==> config.mk <==
export PLATFORM = sky130hd
export DESIGN_NAME = sc_instr_encoder_loader
export DESIGN_NICKNAME = d
export VERILOG_FILES = /design/src/rtl/sc_instr_encoder_loader_pkg.sv /design/src/rtl/sc_instr_encoder_loader_pack.sv /design/src/rtl/sc_instr_encoder_loader.sv
export SDC_FILE = /design/constraint.sdc
export NUM_CORES = 1
export LEC_CHECK = 0
export ABC_CLOCK_PERIOD_IN_PS = 2110
export BUFFER_PORTS_ARGS = -buffer_cell sky130_fd_sc_hd__buf_2
export CAP_MARGIN = 10
export CORE_UTILIZATION = 48
export CTS_BUF_LIST = sky130_fd_sc_hd__clkbuf_16
export CTS_CLUSTER_SIZE = 24
export DETAILED_ROUTE_END_ITERATION = 12
export PLACE_DENSITY = 0.82
export SETUP_SLACK_MARGIN = 0.1
export SLEW_MARGIN = 20
export SYNTH_ARGS = -nofsm -noshare
export SYNTH_HDL_FRONTEND = slang
export SYNTH_SLANG_ARGS = --single-unit
==> constraint.sdc <==
create_clock -name SC_InstrEncoder_CLOCK_50 -period 2.11 [get_ports SC_InstrEncoder_CLOCK_50]
set_input_delay 0.422 -clock SC_InstrEncoder_CLOCK_50 [delete_from_list [all_inputs] [get_ports SC_InstrEncoder_CLOCK_50]]
set_output_delay 0.422 -clock SC_InstrEncoder_CLOCK_50 [all_outputs]
set_load 0.005 [all_outputs]
==> src/rtl/sc_instr_encoder_loader_pkg.sv <==
// Shared widths, state encoding and format-3 field positions for the
// instruction encoder/loader and the IR decode side.
package sc_instr_encoder_loader_pkg;

  localparam int unsigned DATAWIDTH_BUS                  = 32;
  localparam int unsigned DATAWIDTH_SCRATCHPAD_DIRECTION = 5;
  localparam int unsigned DATAWIDTH_DECODEROP            = 8;
  localparam int unsigned DATAWIDTH_SIMM                 = 13;
  localparam int unsigned DATAWIDTH_ADDR                 = 8;
  localparam int unsigned DATAWIDTH_COUNT                = DATAWIDTH_ADDR + 1;

  // Format-3 field positions
  localparam int unsigned FIELD_OP_HI   = 31;
  localparam int unsigned FIELD_OP_LO   = 30;
  localparam int unsigned FIELD_RD_HI   = 29;
  localparam int unsigned FIELD_RD_LO   = 25;
  localparam int unsigned FIELD_OP3_HI  = 24;
  localparam int unsigned FIELD_OP3_LO  = 19;
  localparam int unsigned FIELD_RS1_HI  = 18;
  localparam int unsigned FIELD_RS1_LO  = 14;
  localparam int unsigned FIELD_I_BIT   = 13;
  localparam int unsigned FIELD_SIMM_HI = 12;
  localparam int unsigned FIELD_SIMM_LO = 0;
  localparam int unsigned FIELD_RS2_HI  = 4;
  localparam int unsigned FIELD_RS2_LO  = 0;

  typedef enum logic [2:0] {
    STATE_IDLE   = 3'd0,
    STATE_ACCEPT = 3'd1,
    STATE_WRITE  = 3'd2,
    STATE_DONE   = 3'd3,
    STATE_ERROR  = 3'd4
  } encoderState_t;

endpackage

==> src/rtl/sc_instr_encoder_loader_pack.sv <==
// Combinational field-to-word packer for format-3 instructions.
module sc_instr_pack
  import sc_instr_encoder_loader_pkg::*;
(
  input  logic [DATAWIDTH_DECODEROP-1:0]            ops,
  input  logic [DATAWIDTH_SCRATCHPAD_DIRECTION-1:0] rd,
  input  logic [DATAWIDTH_SCRATCHPAD_DIRECTION-1:0] rs1,
  input  logic [DATAWIDTH_SCRATCHPAD_DIRECTION-1:0] rs2,
  input  logic                                      bit13,
  input  logic [DATAWIDTH_SIMM-1:0]                 simm,
  output logic [DATAWIDTH_BUS-1:0]                  instrWord_c
);

  always_comb begin
    instrWord_c = '0;
    instrWord_c[FIELD_OP_HI:FIELD_OP_LO]   = ops[7:6];
    instrWord_c[FIELD_RD_HI:FIELD_RD_LO]   = rd;
    instrWord_c[FIELD_OP3_HI:FIELD_OP3_LO] = ops[5:0];
    instrWord_c[FIELD_RS1_HI:FIELD_RS1_LO] = rs1;
    instrWord_c[FIELD_I_BIT]               = bit13;
    // Register form leaves bits 12:5 zero
    if (bit13) begin
      instrWord_c[FIELD_SIMM_HI:FIELD_SIMM_LO] = simm;
    end else begin
      instrWord_c[FIELD_RS2_HI:FIELD_RS2_LO] = rs2;
    end
  end

endmodule

==> src/rtl/sc_instr_encoder_loader.sv <==
// Accepts instruction field tuples, packs them and writes them sequentially
// into program memory over a write/ack port.
module sc_instr_encoder_loader
  import sc_instr_encoder_loader_pkg::*;
(
  input  logic                                      SC_InstrEncoder_CLOCK_50,
  input  logic                                      SC_InstrEncoder_RESET_InLow,
  input  logic                                      SC_InstrEncoder_start_In,
  input  logic [DATAWIDTH_ADDR-1:0]                 SC_InstrEncoder_baseAddr_InBus,
  input  logic                                      SC_InstrEncoder_valid_In,
  input  logic                                      SC_InstrEncoder_last_In,
  input  logic [DATAWIDTH_DECODEROP-1:0]            SC_InstrEncoder_OPS_InBus,
  input  logic [DATAWIDTH_SCRATCHPAD_DIRECTION-1:0] SC_InstrEncoder_RDestino_InBus,
  input  logic [DATAWIDTH_SCRATCHPAD_DIRECTION-1:0] SC_InstrEncoder_RS1_InBus,
  input  logic [DATAWIDTH_SCRATCHPAD_DIRECTION-1:0] SC_InstrEncoder_RS2_InBus,
  input  logic                                      SC_InstrEncoder_BIT13_In,
  input  logic [DATAWIDTH_SIMM-1:0]                 SC_InstrEncoder_SIMM_InBus,
  output logic                                      SC_InstrEncoder_ready_Out,
  output logic                                      SC_InstrEncoder_memWr_Out,
  output logic [DATAWIDTH_ADDR-1:0]                 SC_InstrEncoder_memAddr_OutBus,
  output logic [DATAWIDTH_BUS-1:0]                  SC_InstrEncoder_memData_OutBus,
  input  logic                                      SC_InstrEncoder_memAck_In,
  output logic                                      SC_InstrEncoder_busy_Out,
  output logic                                      SC_InstrEncoder_done_Out,
  output logic                                      SC_InstrEncoder_err_Out,
  output logic [DATAWIDTH_COUNT-1:0]                SC_InstrEncoder_count_OutBus
);

  encoderState_t               stateQ, stateNext;
  logic [DATAWIDTH_ADDR-1:0]   addrQ, addrNext;
  logic [DATAWIDTH_BUS-1:0]    dataQ, dataNext;
  logic [DATAWIDTH_COUNT-1:0]  countQ, countNext;
  logic                        lastQ, lastNext;
  logic                        readyQ, readyNext;
  logic                        memWrQ, memWrNext;
  logic                        busyQ, busyNext;
  logic                        doneQ, doneNext;
  logic                        errQ, errNext;
  logic [DATAWIDTH_BUS-1:0]    packedWord_c;

  sc_instr_pack u_pack (
    .ops         (SC_InstrEncoder_OPS_InBus),
    .rd          (SC_InstrEncoder_RDestino_InBus),
    .rs1         (SC_InstrEncoder_RS1_InBus),
    .rs2         (SC_InstrEncoder_RS2_InBus),
    .bit13       (SC_InstrEncoder_BIT13_In),
    .simm        (SC_InstrEncoder_SIMM_InBus),
    .instrWord_c (packedWord_c)
  );

  // State and output registers; outputs are loaded from their next-state decode
  always_ff @(posedge SC_InstrEncoder_CLOCK_50) begin
    if (!SC_InstrEncoder_RESET_InLow) begin
      stateQ <= STATE_IDLE;
      addrQ  <= '0;
      dataQ  <= '0;
      countQ <= '0;
      lastQ  <= 1'b0;
      readyQ <= 1'b0;
      memWrQ <= 1'b0;
      busyQ  <= 1'b0;
      doneQ  <= 1'b0;
      errQ   <= 1'b0;
    end else begin
      stateQ <= stateNext;
      addrQ  <= addrNext;
      dataQ  <= dataNext;
      countQ <= countNext;
      lastQ  <= lastNext;
      readyQ <= readyNext;
      memWrQ <= memWrNext;
      busyQ  <= busyNext;
      doneQ  <= doneNext;
      errQ   <= errNext;
    end
  end

  always_comb begin
    stateNext = stateQ;
    addrNext  = addrQ;
    dataNext  = dataQ;
    countNext = countQ;
    lastNext  = lastQ;

    unique case (stateQ)
      STATE_IDLE, STATE_ERROR: begin
        if (SC_InstrEncoder_start_In) begin
          stateNext = STATE_ACCEPT;
          addrNext  = SC_InstrEncoder_baseAddr_InBus;
          countNext = '0;
        end
      end
      STATE_ACCEPT: begin
        if (SC_InstrEncoder_valid_In) begin
          stateNext = STATE_WRITE;
          dataNext  = packedWord_c;
          lastNext  = SC_InstrEncoder_last_In;
        end
      end
      STATE_WRITE: begin
        // Address wrap past all-ones is an overflow, not a silent rollover
        if (SC_InstrEncoder_memAck_In) begin
          countNext = DATAWIDTH_COUNT'(countQ + 1'b1);
          if (lastQ) begin
            stateNext = STATE_DONE;
          end else if (addrQ == '1) begin
            stateNext = STATE_ERROR;
          end else begin
            stateNext = STATE_ACCEPT;
            addrNext  = DATAWIDTH_ADDR'(addrQ + 1'b1);
          end
        end
      end
      STATE_DONE: stateNext = STATE_IDLE;
      default:    stateNext = STATE_IDLE;
    endcase

    readyNext = (stateNext == STATE_ACCEPT);
    memWrNext = (stateNext == STATE_WRITE);
    busyNext  = (stateNext == STATE_ACCEPT) || (stateNext == STATE_WRITE);
    doneNext  = (stateNext == STATE_DONE);
    errNext   = (stateNext == STATE_ERROR);
  end

  assign SC_InstrEncoder_ready_Out      = readyQ;
  assign SC_InstrEncoder_memWr_Out      = memWrQ;
  assign SC_InstrEncoder_memAddr_OutBus = addrQ;
  assign SC_InstrEncoder_memData_OutBus = dataQ;
  assign SC_InstrEncoder_busy_Out       = busyQ;
  assign SC_InstrEncoder_done_Out       = doneQ;
  assign SC_InstrEncoder_err_Out        = errQ;
  assign SC_InstrEncoder_count_OutBus   = countQ;

endmodule

==> out/metrics.cfg, run 1 <==
[run_status]
outcome = completed

[place]
port_buffers = 104
dpl_cell_area_mm2 = 0.00306
gp_congestion = 0.911
detailed_place_hpwl_um = 4250

[synth]
yosysSeqAreaShare_pct = 46.0
yosys_warnings = 0
ys_async_sr_fraction_pct = 0
synthTopCellsByArea = dfxtp_1, nand2_1, a21oi_1, nor2_1, mux2i_1
postSynthCellCount = 305
synth_top_area_share_pct = 46.0
yosys_register_bits = 58
synth-edff-count = 0
yosysTopAreaCell = dfxtp_1
synth_area_mm2 = 0.00252
synthesis.nets = 358
synth_ff_type = dfxtp_1
postSynthAreaPerCell_um2 = 8.27
ys_types = 49

[global_route]
grt_antenna_before_repair = 0
gr-total-overflow = 0
grt_pass1_vias = 2248
grt_pass1_wl_um = 10100
grt_use_total_pct = 24.1
grt_max_degree = 39

[detailed_routing]
routed_via_density = 5.37
drt_wl_total_um = 6420
drt-initial-drc-count = 227
drtPass1Iterations = 6
vias = 2562
wl_per_cell_um = 13.5
drc = 0
ant_nets = 0

[critical_path]
rrSetupSlack_ps = 270
cp_max_fo = 16
cp-endpoint = SC_InstrEncoder_memAddr_OutBus[7]
startpoint_type = flop
crit_required_ps = 2290
end_kind = flop
cp_cell_sequence = or3b_1 -> a21oi_1 -> o311ai_0 -> o31ai_1
r2r-end = SC_InstrEncoder_memAddr_OutBus[7]
crit_arrival_ps = 2020
cp_slowest_cell = dfxtp_1
critPathMaxStageDelay_ps = 540
reg2reg_from = stateQ[0]
path_class = reg -> reg
ff2ff_path_depth = 4
cp-startpoint = stateQ[0]

[clocking]
path_clk_slew_ps = 50
cts_resized = 0
clk_path_buf_depth = 2
htree_levels = 3
cts_root_buf = clkbuf_16
clock_latency_ps = 320
cts_buffers = 9
cts_tree = yes
holdBufCountCts = 0
cts_sinks = 58
post_cts_buffers = 0

[sta]
slew-limit-headroom_pct = 65.0
setup-tns-final_ps = 0
hold_ws_ps = 340
rsz0062_at_grt = false
final_hold_viol_count = 0
finalCritPeriodShare_pct = 87.1
max_freq_mhz = 544
setup_viol = 0
tightest_slew_ps = 511
finClkSkew_ps = 5.81
period_needed_ps = 1840
drv_slew = 0

[finish]
drive_above_1_share_pct = 32.2
antennaDiodeCount = 0
fin_nets = 456
syn_to_final_growth_pct = 32.3
n_fill_cell = 442
final_cell_area_mm2 = 0.00334

[die]
die_w_um = 74.5
core_area_mm2 = 0.00507
start_util_pct = 49.7
dieArea_mm2 = 0.00555
rows = 26
num_io_pins = 105
die_h_um = 74.5

[pwr]
pwr_density_cell_mw_per_mm2 = 841
irDropWorstVdd_mv = 0.507
p_leak_uw = 0.00149

[hold_path]
min_path_type = in -> reg

[run]
cap_violations = 0

[where the power goes]
part           switching [µW]  leakage (µW)  internal, µW
clock network             463      0.000139           885
registers                40.3      0.000471          1140
logic                     147      0.000882           126
total                     651       0.00149          2160
[synthesized netlist by cell type (all sizes together) (2+ instances only)]
master,count
inv,7
mux2i,6
clkbuf,9
o31ai,6
dfxtp,58
nor2,22
nand3,12
buf,14
xnor2,2
o221a,2
and4,2
nor3,4
nand2b,3
a21oi,40
or2,2
a31oi,3
a21o,2
or3,3
or3b,2
and3,3
nand3b,4
ha,2
a211oi,7
a211o,3
o21ai,5
nor2b,2
nand2,59
nor4,3
o311ai,4
[cell families (layout without fill, tap and decap cells)]
| logic type | count (synthesis) | after routing | share of synthesized area (%) |
|---|---|---|---|
| buffers and inverters | 31 | 133 | 5.80 |
| AOI/OAI and AO/OA | 80 | 80 | 20.3 |
| and+or+nand+nor | 125 | 125 | 23.5 |
| xor gates and xnor gates | 3 | 3 | 1.04 |
| muxes | 6 | 6 | 2.38 |
| adders and majority gates | 2 | 2 | 0.991 |
| DFF | 58 | 58 | 46.0 |
[placed cells by master, fill, tap and decap left out, types with 2 or more instances in the layout]
cell type / count
buf_4: 6
mux2i_1: 6
a31oi_1: 3
o221a_2: 2
or2_2: 2
inv_1: 8
nand2_1: 59
o311ai_0: 4
nand2b_1: 2
xnor2_1: 2
nor2_1: 21
o31ai_1: 6
nor2b_1: 2
nand3_1: 12
clkinv_1: 4
dfxtp_1: 58
and3_1: 3
ha_1: 2
nor4_1: 3
a21oi_1: 40
nand3b_1: 4
clkbuf_16: 9
or3_1: 3
o21ai_0: 5
a211o_1: 3
a21o_1: 2
and4_1: 2
a211oi_1: 7
buf_2: 104
nor3_1: 3
[worst min-delay path by stage]
| stage | startpoint | to | slack, ps | cells after the start |
|---|---|---|---|---|
| floorplan | SC_InstrEncoder_memData_OutBus[10] | SC_InstrEncoder_memData_OutBus[10] | 450 | 2 |
| global placement | SC_InstrEncoder_memData_OutBus[11] | SC_InstrEncoder_memData_OutBus[11] | 430 | 2 |
| detailed placement | SC_InstrEncoder_memData_OutBus[12] | SC_InstrEncoder_memData_OutBus[12] | 440 | 2 |
| CTS | SC_InstrEncoder_OPS_InBus[0] | SC_InstrEncoder_memData_OutBus[19] | 330 | 3 |
| global route | SC_InstrEncoder_OPS_InBus[5] | SC_InstrEncoder_memData_OutBus[24] | 340 | 3 |
| finish | SC_InstrEncoder_OPS_InBus[1] | SC_InstrEncoder_memData_OutBus[20] | 340 | 3 |
[cell type report]
| cell class | count | area (µm²) | area share, % |
|---|---|---|---|
| Clock inverter | 6 | 50.0 | 1.50 |
| Inverter | 8 | 30.0 | 0.900 |
| Tap cell | 70 | 87.6 | 2.62 |
| Clock buffer | 9 | 225 | 6.75 |
| Sequential cell | 58 | 1160 | 34.8 |
| Timing Repair Buffer | 110 | 566 | 16.9 |
| Multi-Input combinational cell | 216 | 1220 | 36.5 |
[sequential cells by signal, summed over array words and instances (netlist names)]
register / flops
SC_InstrEncoder_count_OutBus: 9
SC_InstrEncoder_err_Out: 1
lastQ: 1
SC_InstrEncoder_memWr_Out: 1
SC_InstrEncoder_done_Out: 1
SC_InstrEncoder_busy_Out: 1
SC_InstrEncoder_memData_OutBus: 32
stateQ: 3
SC_InstrEncoder_ready_Out: 1
SC_InstrEncoder_memAddr_OutBus: 8
[stage by stage]
step	setup slack (ps)	instances	utilization, %	total power [µW]
2_1_floorplan	559	305	-	1360
3_3_place_gp	405	462	60.4	1470
3_5_place_dp	372	462	60.4	1470
4_1_cts	315	477	65.8	2820
5_1_grt	157	477	65.8	2910
6_report	271	477	65.8	2810
[worst max-delay path: cells and delay by family, from the launching register on]
| kind | cells | cell delay, ps |
|---|---|---|
| AOI/OAI and AO/OA | 3 | 650 |
| DFF | 1 | 540 |
| and+or+nand+nor | 1 | 510 |
[routing by layer]
| metal | up-vias | GRT usage, % | share of wire, % |
|---|---|---|---|
| met2 | 123 | 36.2 | 46 |
| met5 | - | 0 | 0 |
| li1 | 1265 | - | - |
| met4 | 0 | 15.1 | 2.1 |
| met1 | 1156 | 30.5 | 44 |
| met3 | 18 | 6.50 | 7.5 |
Note: power is estimated with default switching activity, not from simulation.
==> run 2, diff against run 1 <==
Settings changed: CORE_UTILIZATION 48 to 35, PLACE_DENSITY 0.82 to 0.63, REMOVE_ABC_BUFFERS set to 1.
==> run 2 against run 1 <==
Via count down 2.9%. Sequential share of layout area down 0.19 points. Routed wire length about the same. Global-route usage down 5.5 points. Fmax up 1.6%. Hold slack worse by 1.0 ps. Clock power down 9%. Largest cell class unchanged. Highest routed layer unchanged. Critical path depth up 1. Register-to-register slack better by 30 ps. First-iteration DRC count down 59%.
==> out/metrics.cfg, run 2 (synthesis gave the netlist of run 1 again) <==
[global_route]
grt_antenna_before_repair = 0
grt_pass1_vias = 2288
grt_pass1_wl_um = 10700
grt_max_degree = 43
gr-total-overflow = 0
grt_use_total_pct = 18.5

[detailed_routing]
drt-initial-drc-count = 93
drc = 0
wl_per_cell_um = 12.7
ant_nets = 0
drtPass1Iterations = 4
drt_wl_total_um = 6430
vias = 2488
routed_via_density = 4.93

[pwr]
irDropWorstVdd_mv = 0.449
p_seq_share_pct = 44.0
p_leak_uw = 0.00149
combinationalPowerShare_pct = 10.1
pwr_density_cell_mw_per_mm2 = 801
switching_share_pct = 24.3
power.switching_uw = 652
intPower_uw = 2040
clkPwrFrac_pct = 45.9

[place]
port_buffers = 104
dpl.cell_count = 489
detailed_place_hpwl_um = 4420
gp_congestion = 0.856
dpl_cell_area_mm2 = 0.00310

[critical_path]
path_class = reg -> reg
end_kind = flop
cp_max_fo = 6
crit_required_ps = 2290
crit_arrival_ps = 1990
startpoint_type = flop

[sta]
hold_ws_ps = 339
max_freq_mhz = 553
finalCritPeriodShare_pct = 85.8
tightest_slew_ps = 478
setup_viol = 0
rsz0062_at_grt = false
final_hold_viol_count = 0
finClkSkew_ps = 7.43
setup-tns-final_ps = 0
drv_slew = 0
period_needed_ps = 1810
slew-limit-headroom_pct = 67.3

[finish]
antennaDiodeCount = 0
largest_register_ffs = 32
final_cell_area_mm2 = 0.00336
layout_common_cells = buf_2, nand2_1, dfxtp_1
stdcell_count = 505
fin_nets = 457
final_common_cell = buf_2
syn_to_final_growth_pct = 33.0
drive_above_1_share_pct = 32.3
n_fill_cell = 681

[clocking]
cts_tree = yes
holdBufCountCts = 0
cts_resized = 0
cts_root_buf = clkbuf_16
cts_sinks = 58
clock_latency_ps = 320
cts_buffers = 9
clk_path_buf_depth = 2
htree_levels = 3
path_clk_slew_ps = 50
post_cts_buffers = 0

[run]
cap_violations = 0

[die]
rows = 30
die_h_um = 86.9
dieArea_mm2 = 0.00755
core_area_mm2 = 0.00687
die_w_um = 86.9
num_io_pins = 105
start_util_pct = 36.7

[run_status]
outcome = completed

[hold_path]
min_path_type = in -> reg

[run 2: changes by cell type in the layout (fill, tap and decap cells not counted)]
cell,before,now
bufinv_16,1,0
inv_1,8,9
clkinv_2,1,2
buf_4,6,7
[run 2: final cells by class]
| class | count | area, µm² | share of cell area, % |
|---|---|---|---|
| multi-input combinational | 216 | 1220 | 36.3 |
| timing repair buffer | 111 | 573 | 17.1 |
| sequential | 58 | 1160 | 34.6 |
| clock buffer | 9 | 225 | 6.71 |
| inverter | 8 | 30.0 | 0.895 |
| tap | 96 | 120 | 3.58 |
| clock inverter | 7 | 28.8 | 0.857 |
[run 2: critical path: stages, from the launching register on]
cell and delay, ps:
dfxtp_1 420, ha_1 290, nand3_1 150, o311a_1 320
o21ai_0 350, o22ai_1 140
[run 2: through the flow]
| stage | power, µW | worst slack (ps) | utilization [%] |
|---|---|---|---|
| after floorplan | 1330 | -96.9 | - |
| after global placement | 1470 | 404 | 45.2 |
| after detailed placement | 1480 | 356 | 45.2 |
| after CTS | 2720 | 322 | 48.9 |
| after global routing | 2820 | 125 | 48.9 |
| final | 2690 | 300 | 48.9 |
[run 2: per-layer routing]
| layer | vias up | wire length (µm) | track usage (%) |
|---|---|---|---|
| met4 | 0 | 119 | 8.79 |
| li1 | 1270 | - | - |
| met3 | 11 | 560 | 7.49 |
| met5 | - | 0 | 0 |
| met1 | 1110 | 2990 | 23.1 |
| met2 | 97 | 2750 | 27.8 |
[run 2: final timing paths]
check / startpoint / to / slack, ps / cells past startpoint
worst max register to register: SC_InstrEncoder_memAddr_OutBus[0] / SC_InstrEncoder_busy_Out / 300 / 5
worst min register to register: SC_InstrEncoder_memData_OutBus[11] / SC_InstrEncoder_memData_OutBus[11] / 440 / 2
worst max-delay path: SC_InstrEncoder_memAddr_OutBus[0] / SC_InstrEncoder_busy_Out / 300 / 5
worst min-delay path: SC_InstrEncoder_RDestino_InBus[1] / SC_InstrEncoder_memData_OutBus[26] / 340 / 3
[run 2: power groups by stage]
stage	clock network (µW)	registers, µW	logic, µW
finish	1230	1180	271
global route	1330	1190	304
CTS	1260	1180	274
detailed placement	0	1200	272
global placement	0	1200	270
floorplan	0	1200	131
==> run 3, diff against run 2 <==
Settings changed: CTS_BUF_LIST sky130_fd_sc_hd__clkbuf_16 to sky130_fd_sc_hd__clkbuf_2 sky130_fd_sc_hd__clkbuf_4 sky130_fd_sc_hd__clkbuf_8.
==> run 3 against run 2 <==
Highest routed layer unchanged. Critical path depth is 1 lower. Flip-flop and latch count unchanged. Critical endpoint is now SC_InstrEncoder_memAddr_OutBus[7]. Clock power shrank 21%. Fmax rose by 2.4%. Sequential share of layout area grew 0.67 points. Critical path type unchanged. Non-clock buffer count stayed put. Via count grew 0.20%.
==> out/metrics.cfg, run 3 (synthesis gave the netlist of run 1 again) <==
[die]
start_util_pct = 36.7
die_h_um = 86.9
core_area_mm2 = 0.00687
rows = 30
num_io_pins = 105
dieArea_mm2 = 0.00755
die_w_um = 86.9

[clocking]
cts_resized = 0
post_cts_buffers = 0
clock_latency_ps = 340
cts_root_buf = clkbuf_8
cts_sinks = 58
cts_buffers = 9
htree_levels = 3
path_clk_slew_ps = 60
cts_tree = yes
holdBufCountCts = 0
clk_path_buf_depth = 2

[critical_path]
crit_arrival_ps = 2030
cp_max_fo = 16
end_kind = flop
crit_required_ps = 2370
ff2ff_path_depth = 4
path_class = reg -> reg
startpoint_type = flop

[finish]
final_common_cell = buf_2
syn_to_final_growth_pct = 30.5
layout_common_cells = buf_2, nand2_1, dfxtp_1
n_fill_cell = 695
drive_above_1_share_pct = 33.5
largest_register_ffs = 32
post-route-util_pct = 47.9
fin_nets = 457
antennaDiodeCount = 0

[sta]
tightest_slew_ps = 478
finClkSkew_ps = 4.92
setup_viol = 0
period_needed_ps = 1770
drv_slew = 0
finalCritPeriodShare_pct = 83.8
final_hold_viol_count = 0
max_freq_mhz = 566
hold_ws_ps = 314
rsz0062_at_grt = false
slew-limit-headroom_pct = 67.3

[detailed_routing]
drt_wl_total_um = 6360
drtPass1Iterations = 4
drt-initial-drc-count = 94
drc = 0
vias = 2493
ant_nets = 0
routed_via_density = 4.94
wl_per_cell_um = 12.6

[place]
gp_congestion = 0.856
port_buffers = 104
detailed_place_hpwl_um = 4420

[pwr]
fin_total_pwr_uw = 2420
p_leak_uw = 0.00146
irDropWorstVdd_mv = 0.373
pwr_density_cell_mw_per_mm2 = 736

[run]
cap_violations = 0

[hold_path]
hold_depth = 3
min_path_type = in -> reg

[global_route]
grt_pass1_vias = 2279
grt_pass1_wl_um = 10700
grt_use_total_pct = 18.6
gr-total-overflow = 0
grt_antenna_before_repair = 0
grt_max_degree = 43

[run_status]
outcome = completed

[run 3: worst paths after layout]
| path | to | start | slack [ps] |
|---|---|---|---|
| max reg2reg | SC_InstrEncoder_memAddr_OutBus[7] | stateQ[1] | 340 |
| min | SC_InstrEncoder_memData_OutBus[27] | SC_InstrEncoder_RDestino_InBus[2] | 310 |
| min reg2reg | SC_InstrEncoder_memData_OutBus[11] | SC_InstrEncoder_memData_OutBus[11] | 450 |
| max | SC_InstrEncoder_memAddr_OutBus[7] | stateQ[1] | 340 |
[run 3: critical path, cell delays in order, from the launching register on]
cell and delay [ps]:
dfxtp_1 470, or3b_1 610, nor4_1 340, a21oi_1 70
o31ai_1 190
[run 3: cell type report]
type	instances	area, µm²	area share, %
Multi-Input combinational cell	216	1220	37.0
Sequential cell	58	1160	35.3
Timing Repair Buffer	111	573	17.4
Clock buffer	14	180	5.47
Tap cell	96	120	3.65
Inverter	8	30.0	0.912
Clock inverter	2	10.0	0.304
[run 3: power breakdown]
group	total (µW)	leakage, µW	internal [µW]	switching (µW)
logic	270	0.000888	127	143
registers	1180	0.000471	1140	39.6
clock network	972	0.000103	545	427
total	2420	0.00146	1810	610
[run 3: routing by layer]
| metal | routed length (µm) | global-route usage [%] | up-vias |
|---|---|---|---|
| li1 | - | - | 1268 |
| met1 | 2930 | 23.2 | 1117 |
| met3 | 561 | 7.77 | 10 |
| met2 | 2750 | 27.5 | 98 |
| met5 | 0 | 0 | - |
| met4 | 125 | 9.24 | 0 |
[run 3: per-stage QoR]
stage	TNS (ps)	cells	cell area, µm²	worst slack (ps)
2_1_floorplan	-1810	282	2410	-96.9
5_1_grt	0	505	3290	124
3_3_place_gp	0	489	3100	404
6_report	0	505	3290	343
3_5_place_dp	0	489	3100	356
4_1_cts	0	505	3290	350
